`src/rtl/ram_sr_feeder.sv`:
```
// Feeds a raster pixel stream into the RAM-based window shift register and
// announces each complete KERNEL x KERNEL window with its top-left coordinates.
module ram_sr_feeder #(
  parameter int IMG_WIDTH  = 8,
  parameter int IMG_HEIGHT = 8,
  parameter int KERNEL     = 3,
  parameter int CW         = $clog2(IMG_WIDTH),
  parameter int RW         = $clog2(IMG_HEIGHT)
) (
  input  logic          clock,
  input  logic          reset,
  input  logic          start,
  input  logic          pix_valid,
  input  logic [7:0]    pix_data,
  output logic          pix_ready,
  output logic          sr_enable,
  output logic [7:0]    sr_column_in,
  output logic          sr_shift_row_up,
  output logic          window_valid,
  input  logic          window_ready,
  output logic [RW-1:0] win_row,
  output logic [CW-1:0] win_col,
  output logic          busy,
  output logic          frame_done
);

  localparam logic [2:0] S_IDLE   = 3'd0;
  localparam logic [2:0] S_FILL   = 3'd1;
  localparam logic [2:0] S_ACTIVE = 3'd2;
  localparam logic [2:0] S_DRAIN  = 3'd3;
  localparam logic [2:0] S_DONE   = 3'd4;

  localparam logic [CW-1:0] COL_LAST = CW'(IMG_WIDTH - 1);
  localparam logic [CW-1:0] COL_K    = CW'(KERNEL - 1);
  localparam logic [RW-1:0] ROW_LAST = RW'(IMG_HEIGHT - 1);
  localparam logic [RW-1:0] ROW_K    = RW'(KERNEL - 1);

  logic [2:0]    state;
  logic [CW-1:0] col;
  logic [RW-1:0] row;
  logic          acc;
  logic          at_col_end;
  logic          at_last;
  logic          win_hit;
  logic          win_take;

  // A pending, unaccepted window blocks new pixels so no window is overwritten.
  assign pix_ready  = ((state == S_FILL) || (state == S_ACTIVE)) &&
                      !(window_valid && !window_ready);
  assign acc        = pix_valid && pix_ready;
  assign at_col_end = (col == COL_LAST);
  assign at_last    = at_col_end && (row == ROW_LAST);
  assign win_hit    = acc && (row >= ROW_K) && (col >= COL_K);
  assign win_take   = window_valid && window_ready;
  assign busy       = (state != S_IDLE);
  assign frame_done = (state == S_DONE);

  always_ff @(posedge clock) begin
    if (reset) begin
      state <= S_IDLE;
    end else begin
      case (state)
        S_IDLE:   if (start) state <= S_FILL;
        S_FILL: begin
          if (acc && at_last)  state <= S_DRAIN;
          else if (win_hit)    state <= S_ACTIVE;
        end
        S_ACTIVE: if (acc && at_last) state <= S_DRAIN;
        S_DRAIN:  if (!window_valid || window_ready) state <= S_DONE;
        S_DONE:   state <= S_IDLE;
        default:  state <= S_IDLE;
      endcase
    end
  end

  always_ff @(posedge clock) begin
    if (reset) begin
      col <= '0;
      row <= '0;
    end else if ((state == S_IDLE) && start) begin
      col <= '0;
      row <= '0;
    end else if (acc) begin
      if (at_col_end) begin
        col <= '0;
        row <= (row == ROW_LAST) ? '0 : row + 1'b1;
      end else begin
        col <= col + 1'b1;
      end
    end
  end

  always_ff @(posedge clock) begin
    if (reset) begin
      sr_enable       <= 1'b0;
      sr_shift_row_up <= 1'b0;
      sr_column_in    <= '0;
    end else begin
      sr_enable       <= acc;
      sr_shift_row_up <= acc && at_col_end;
      if (acc) sr_column_in <= pix_data;
    end
  end

  // A new window in the handshake cycle replaces the one being taken.
  always_ff @(posedge clock) begin
    if (reset) begin
      window_valid <= 1'b0;
      win_row      <= '0;
      win_col      <= '0;
    end else if (win_hit) begin
      window_valid <= 1'b1;
      win_row      <= row - ROW_K;
      win_col      <= col - COL_K;
    end else if (win_take) begin
      window_valid <= 1'b0;
    end
  end

endmodule

```
`config.mk`:
```
export PLATFORM = sky130hd
export DESIGN_NAME = ram_sr_feeder
export DESIGN_NICKNAME = d
export VERILOG_FILES = /design/src/rtl/ram_sr_feeder.sv
export SDC_FILE = /design/constraint.sdc
export NUM_CORES = 1
export LEC_CHECK = 0
export BUFFER_PORTS_ARGS = -buffer_cell sky130_fd_sc_hd__buf_4
export CAP_MARGIN = 20
export CORE_ASPECT_RATIO = 0.7
export CORE_MARGIN = 4
export CORE_UTILIZATION = 46
export CTS_CLUSTER_SIZE = 20
export DETAILED_ROUTE_END_ITERATION = 8
export GPL_TIMING_DRIVEN = 0
export PLACE_DENSITY = 0.73
export REMOVE_ABC_BUFFERS = 1
export SLEW_MARGIN = 20
export SYNTH_ARGS = -nofsm -noshare
export SYNTH_HDL_FRONTEND = slang
export SYNTH_SLANG_ARGS = --single-unit
```
`constraint.sdc`:
```
create_clock -name clock -period 1.4 [get_ports clock]
set_input_delay 0.14 -clock clock [delete_from_list [all_inputs] [get_ports clock]]
set_output_delay 0.14 -clock clock [all_outputs]
set_load 0.02 [all_outputs]
```
==> qor.txt, run 1 <==
Status: finished, violations left
Violated checks: setup timing
Slowest cell on the critical path: dfxtp_4
Setup repair after global routing missed its margin: true
Violation count after the first detailed-routing iteration: 90
Die Width: 70.8 µm
Number of distinct standard cells referenced by the synthesized netlist: 35
Layout net count: 214
Async SR Flop Fraction: 0%
Combined buffer and inverter count along the critical path: 0
Total of warnings raised by yosys: 0
Count of fill cells added during filler insertion: 168
Most used standard cell by instance count after synthesis: dfxtp_1
Delay of the slowest cell on the worst path: 0.38 ns
Avg Inst Size Synth: 8.59 µm²
Biggest fanout along the worst timing path: 5
EDFF count, synth: 0
Count of endpoints failing setup in the final report: 7
Routability-driven placement congestion ratio: 0.732
Maximum resistive drop on vdd: 770 µV
Final hold violation count: 0
Part of the cycle the worst path needs: 112%
Crit start category: flop
Post-synthesis cell area: 0.00127 mm²
Antenna diode instance count: 0
Lkg Pwr: 0.768 nW
Worst Setup End Kind: flop
Aggregate routed wire length: 4090 µm
Dominant cells by area after synthesis: dfxtp_1 (41%), a21oi_1 (7.9%), ha_1 (7.9%)
Number of slew-limit violations in the final report: 0
Worst setup slack after layout: -0.175 ns
Worst slew margin: 75.7%
Die area: 0.00368 mm²
Number of cells on the critical path: 6
Critical path start-end classification: flop to flop
Detail Placement HPWL: 1950 µm
Total Power: 2.41 mW
Total number of placement rows: 15
Number of flip-flops and latches in the synthesized netlist: 26
Total global-route track usage: 19.4%
Number of antenna violations at the first check in global routing: 0
Ranking of synthesized cells by instance count: dfxtp_1 (26), nand2_1 (23), a21oi_1 (20)
Starting density of the core: 49.8%
Library cell appearing most often on the critical path: ha_4
Worst setup timing slack at the placement stage: -0.601 ns
PD cells: 1210 mW/mm²
Utilization after layout: 77.9%
Number of buffers between clock root and the deepest sink: 2
Number of placed instances with taps included: 205
Most common flop cell mapped by yosys: dfxtp_1
Vias/cell: 5.85
Max Clk Rate: 635 MHz
Post-synthesis cell type with the largest combined area: dfxtp_1
Insertion delay to the later sink of the worst-skew pair: 0.27 ns
Post-Syn Instances: 148
Clock transition time at the flip-flop clock pins of the worst setup and hold paths: 0.09 ns
Remaining number of nets flagged by the antenna check after routing: 0
CTS root buf: clkbuf_8
Critical-path cell list: ha_4 > ha_4 > a21oi_2 > nand3b_1 > o211ai_1 > mux2i_1
Port bufs: 32
Worst min path class: primary input to flop
Post-synthesis to final-layout area growth: 56.5%
Number of buffers created by CTS: 3
Area inside the core boundary: 0.00255 mm²
Final clock skew: 0.00140 ns
Level count of the clock H-tree: 1
Count of clock tree sinks: 26
Residual overflow from global routing: 0
Area occupied by registers: 554 µm²
Fraction of layout cells with a size suffix above 1: 51.6%
Worst Path Required: 1.60 ns
Clock tree from TritonCTS: yes
Hold Buf Count CTS: 0
Non-filler cells in the finished layout: 226
Vias in the first global route: 1183
Top Family by Delay on Critical Path: compound AO/OA/AOI/OAI gates
Least-Margin Pin Slew: 0.365 ns
Minimum clock period after layout: 1.57 ns
Crit path DAT: 1.77 ns
Share of the synthesized area in the top cell type: 40.9%
Number of placed I/O pins: 33
DRC violations left: 0
Count of vias placed by the detailed router: 1323
Pin count of the biggest net entering global routing: 22
Number of cells traversed by the worst hold path: 3
Global-route wire length before repair: 5490 µm
Fraction of the yosys area taken by sequential cells: 40.9%
Number of max-cap violations: 0
Wire length per cell after detailed routing: 18.1 µm
Die Y-Extent: 52.0 µm
Number of cell instances on the worst register-to-register path: 6
Number of iterations in the first detailed-routing pass: 4
Footprint of the multi-input gates: 887 µm²
[layout make-up]
cell class,instances,area share [%]
timing repair buffer,48,20.1
clock inverter,1,1.51
multi-input combinational,105,44.6
inverter,9,1.70
tap,34,2.14
sequential,26,27.9
clock buffer,3,2.08
[layer usage]
metal	vias up	part of all wire [%]	global-route usage [%]
met5	-	0	0
met4	0	4.0	9.06
met3	21	9.5	7.53
met2	79	48	34.0
met1	620	38	20.8
li1	603	-	-
[stage by stage]
step	setup TNS, ns	hold WS (ns)	instance area [µm²]
after CTS	-0.183	0.102	1790
after floorplan	-2.51	0.209	1220
final	-0.265	0.104	1990
after detailed placement	-10.48	0.397	1500
after global routing	-0.814	0.0921	1990
after global placement	-8.91	0.389	1500
[final timing paths]
kind	start	end	slack, ns
worst max-delay path	col[1]$_SDFFE_PP0P_	state[0]$_SDFFE_PP0P_	-0.17
worst min-delay path	pix_data[2]	sr_column_in[2]$_SDFFE_PP0P_	0.10
worst max register to register	col[1]$_SDFFE_PP0P_	state[0]$_SDFFE_PP0P_	-0.17
worst min register to register	sr_column_in[1]$_SDFFE_PP0P_	sr_column_in[1]$_SDFFE_PP0P_	0.46
[power by group]
part           internal, mW  switching (mW)  leakage (nW)
Clock                 0.383           0.246        0.0357
Combinational         0.411           0.478         0.515
Sequential            0.798          0.0948         0.217
[cell usage in the layout (no fill, tap or decap), drive strengths merged]
| cell type | n |
|---|---|
| nor4b | 1 |
| nand2 | 23 |
| inv | 9 |
| nand2b | 3 |
| xnor2 | 1 |
| a221o | 1 |
| nand4 | 1 |
| and2 | 2 |
| o211ai | 1 |
| a21oi | 22 |
| o21bai | 1 |
| nor2 | 7 |
| clkbuf | 5 |
| bufinv | 1 |
| maj3 | 1 |
| a311oi | 1 |
| o21ai | 4 |
| o41ai | 1 |
| ha | 8 |
| mux2i | 1 |
| dfxtp | 26 |
| o22ai | 1 |
| o22a | 1 |
| nand3 | 5 |
| xor2 | 1 |
| buf | 46 |
| nand3b | 4 |
| or3 | 3 |
| nor2b | 4 |
| a211oi | 4 |
| nor3 | 3 |
[cells by family (layout without fill, tap and decap cells)]
| family | count (synthesis) | after routing | share of synthesized area (%) |
|---|---|---|---|
| AO/OA/AOI/OAI | 37 | 37 | 18.0 |
| XOR/XNOR | 2 | 2 | 2.56 |
| adder cells (fa/ha/maj) | 9 | 9 | 8.76 |
| buffers and inverters | 18 | 61 | 6.99 |
| flip-flops | 26 | 26 | 40.9 |
| multiplexers | 1 | 1 | 0.787 |
| AND/OR/NAND/NOR | 55 | 56 | 21.9 |
[worst register-to-register path, delay by kind of cell (launching register included)]
family,cells,cell delay [ns]
compound gates,2,0.45
mux,1,0.22
simple gates,1,0.10
flops,1,0.38
fa+ha+maj,2,0.36
[what timing repair did]
| action | 4_1_cts | 5_1_grt |
|---|---|---|
| hold endpoints to repair | 0 | 0 |
| endpoints found under the setup margin | 27 | 22 |
| setup buffers | 10 | 6 |
| pin swaps | 7 | 13 |
| gates cloned | 1 | 0 |
| gates resized for setup | 36 | 29 |
[sequential cells by signal, indices dropped and copies added, names as in the netlist]
| register | flops |
|---|---|
| win_row | 3 |
| window_valid | 1 |
| sr_enable | 1 |
| sr_column_in | 8 |
| win_col | 3 |
| col | 3 |
| row | 3 |
| sr_shift_row_up | 1 |
| state | 3 |
Note: power is estimated with default switching activity, not from simulation.
==> run 2: changes to the inputs <==
Settings changed: SETUP_SLACK_MARGIN set to 0.05, SKIP_LAST_GASP set to 1.
==> qor.txt, run 2 (synthesis results as in run 1) <==
Status: finished, violations left
Violated checks: setup timing
Number of slew-limit violations in the final report: 0
Lkg Pwr: 0.806 nW
Die Width: 70.8 µm
Number of iterations in the first detailed-routing pass: 4
Count of endpoints failing setup in the final report: 13
Pin count of the biggest net entering global routing: 22
Worst setup timing slack at the placement stage: -0.601 ns
Layout net count: 222
Non-filler cells in the finished layout: 234
Violation count after the first detailed-routing iteration: 145
Post-layout instance area: 0.00215 mm²
Total global-route track usage: 21.9%
Flop-to-flop setup slack: -0.14 ns
Antenna diode instance count: 0
Aggregate routed wire length: 4500 µm
Critical register-to-register path endpoint: state[0]$_SDFFE_PP0P_
Residual overflow from global routing: 0
Detail Placement HPWL: 1950 µm
Critical-path cell list: ha_4 > ha_4 > a21oi_4 > nand3b_1 > o211ai_1 > mux2i_1
Utilization after layout: 84.2%
PD cells: 1220 mW/mm²
Most frequent standard cell in the layout excluding fill and tap cells: buf_4
Clock transition time at the flip-flop clock pins of the worst setup and hold paths: 0.10 ns
Vias in the first global route: 1284
Final hold violation count: 0
Worst min path class: primary input to flop
Number of max-cap violations: 0
Starting density of the core: 49.8%
Routability-driven placement congestion ratio: 0.732
DRC violations left: 0
Vias/cell: 5.81
CTS root buf: clkbuf_8
Level count of the clock H-tree: 1
Number of cell instances on the worst register-to-register path: 6
Worst Setup End Kind: flop
Die Y-Extent: 52.0 µm
Hold Path Sink: sr_column_in[5]$_SDFFE_PP0P_
Final clock skew: 0.0113 ns
Fraction of layout cells with a size suffix above 1: 57.5%
Number of buffers between clock root and the deepest sink: 2
Minimum clock period after layout: 1.54 ns
Area inside the core boundary: 0.00255 mm²
Post-synthesis to final-layout area growth: 69.0%
Crit path DAT: 1.73 ns
Global-route wire length before repair: 6270 µm
Library cell appearing most often on the critical path: ha_4
Number of buffers created by CTS: 3
Worst setup slack after layout: -0.139 ns
Count of fill cells added during filler insertion: 132
Least-Margin Pin Slew: 0.305 ns
Startpoint of the worst hold path: pix_data[5]
Max reg flops: 8
Crit start category: flop
Max Clk Rate: 650 MHz
Number of antenna violations at the first check in global routing: 0
Insertion delay to the later sink of the worst-skew pair: 0.28 ns
Startpoint of the most critical register-to-register path: col[0]$_SDFFE_PP0P_
Total number of placement rows: 15
Setup repair after global routing missed its margin: true
Post-Place Cell Area: 0.00150 mm²
Worst slew margin: 79.4%
Part of the cycle the worst path needs: 110%
Count of clock tree sinks: 26
Count of vias placed by the detailed router: 1360
Maximum resistive drop on vdd: 797 µV
Slowest cell on the critical path: dfxtp_4
Critical path start-end classification: flop to flop
Delay of the slowest cell on the worst path: 0.38 ns
Register containing the most flip-flops in the final layout: sr_column_in
Number of placed I/O pins: 33
Clock tree from TritonCTS: yes
Biggest fanout along the worst timing path: 5
Commonest non-fill, non-tap cells in the layout: buf_4 (47), nand2_1 (22), dfxtp_1 (17)
Wire length per cell after detailed routing: 19.2 µm
Number of placed instances with taps included: 205
Remaining number of nets flagged by the antenna check after routing: 0
Worst Path Required: 1.60 ns
Total Power: 2.62 mW
Number of cells traversed by the worst hold path: 3
Die area: 0.00368 mm²
Port bufs: 32
run 2: changes by cell type in the layout (fill, tap and decap cells not counted), sizes merged:
cell	change
buf	+10
clkbuf	-2
run 2: timing repair:
item	4_1_cts	5_1_grt
gates cloned	1	0
buffers inserted	20	5
pin swaps	14	15
hold buffers	0	0
endpoints found under the setup margin	27	26
resized for setup	43	47
endpoints found under the hold margin	0	0
run 2: layout make-up:
type	count	area, µm²	share of cell area [%]
multi-input cells	105	960	44.7
flip-flops and latches	26	554	25.8
repair buffers	56	484	22.5
well taps	34	42.5	1.98
clock buffers	3	41.3	1.92
inverters	9	36.3	1.69
clock inverters	1	30.0	1.40
run 2: how the worst max path moves through the flow:
stage	start	to	slack (ns)	cells past startpoint
2_1_floorplan	state[0]$_SDFFE_PP0P_	win_row[1]$_SDFFE_PP0P_	-0.20	4
3_3_place_gp	state[0]$_SDFFE_PP0P_	row[1]$_SDFFE_PP0P_	-0.49	4
3_5_place_dp	state[0]$_SDFFE_PP0P_	win_row[1]$_SDFFE_PP0P_	-0.60	4
4_1_cts	row[0]$_SDFFE_PP0P_	state[0]$_SDFFE_PP0P_	-0.09	6
5_1_grt	state[2]$_SDFFE_PP0P_	row[1]$_SDFFE_PP0P_	-0.19	5
6_report	col[0]$_SDFFE_PP0P_	state[0]$_SDFFE_PP0P_	-0.14	6
run 2: critical path, delay by kind of cell (launching register included):
family                   cells  cell delay (ns)
AND/OR/NAND/NOR              1             0.11
adder cells (fa/ha/maj)      2             0.35
multiplexers                 1             0.22
AO/OA/AOI/OAI                2             0.39
flip-flops                   1             0.38
run 2: layer usage:
| layer | part of all wire [%] | GRT usage [%] | wire (µm) |
|---|---|---|---|
| met1 | 40 | 25.2 | 1780 |
| met2 | 50 | 39.4 | 2240 |
| met3 | 8.2 | 7.72 | 371 |
| met4 | 2.3 | 5.00 | 104 |
| met5 | 0 | 0 | 0 |
run 2: power by group:
part	switching, mW	internal (mW)	total, mW
logic	0.545	0.550	1.10
clock network	0.251	0.383	0.634
registers	0.0884	0.798	0.887
total	0.884	1.73	2.62
run 2: metrics by stage:
stage	setup TNS (ns)	hold WS, ns
3_5_place_dp	-10.48	0.397
4_1_cts	-0.248	0.102
6_report	-0.534	0.107
2_1_floorplan	-2.51	0.209
3_3_place_gp	-8.91	0.389
5_1_grt	-1.37	0.0914
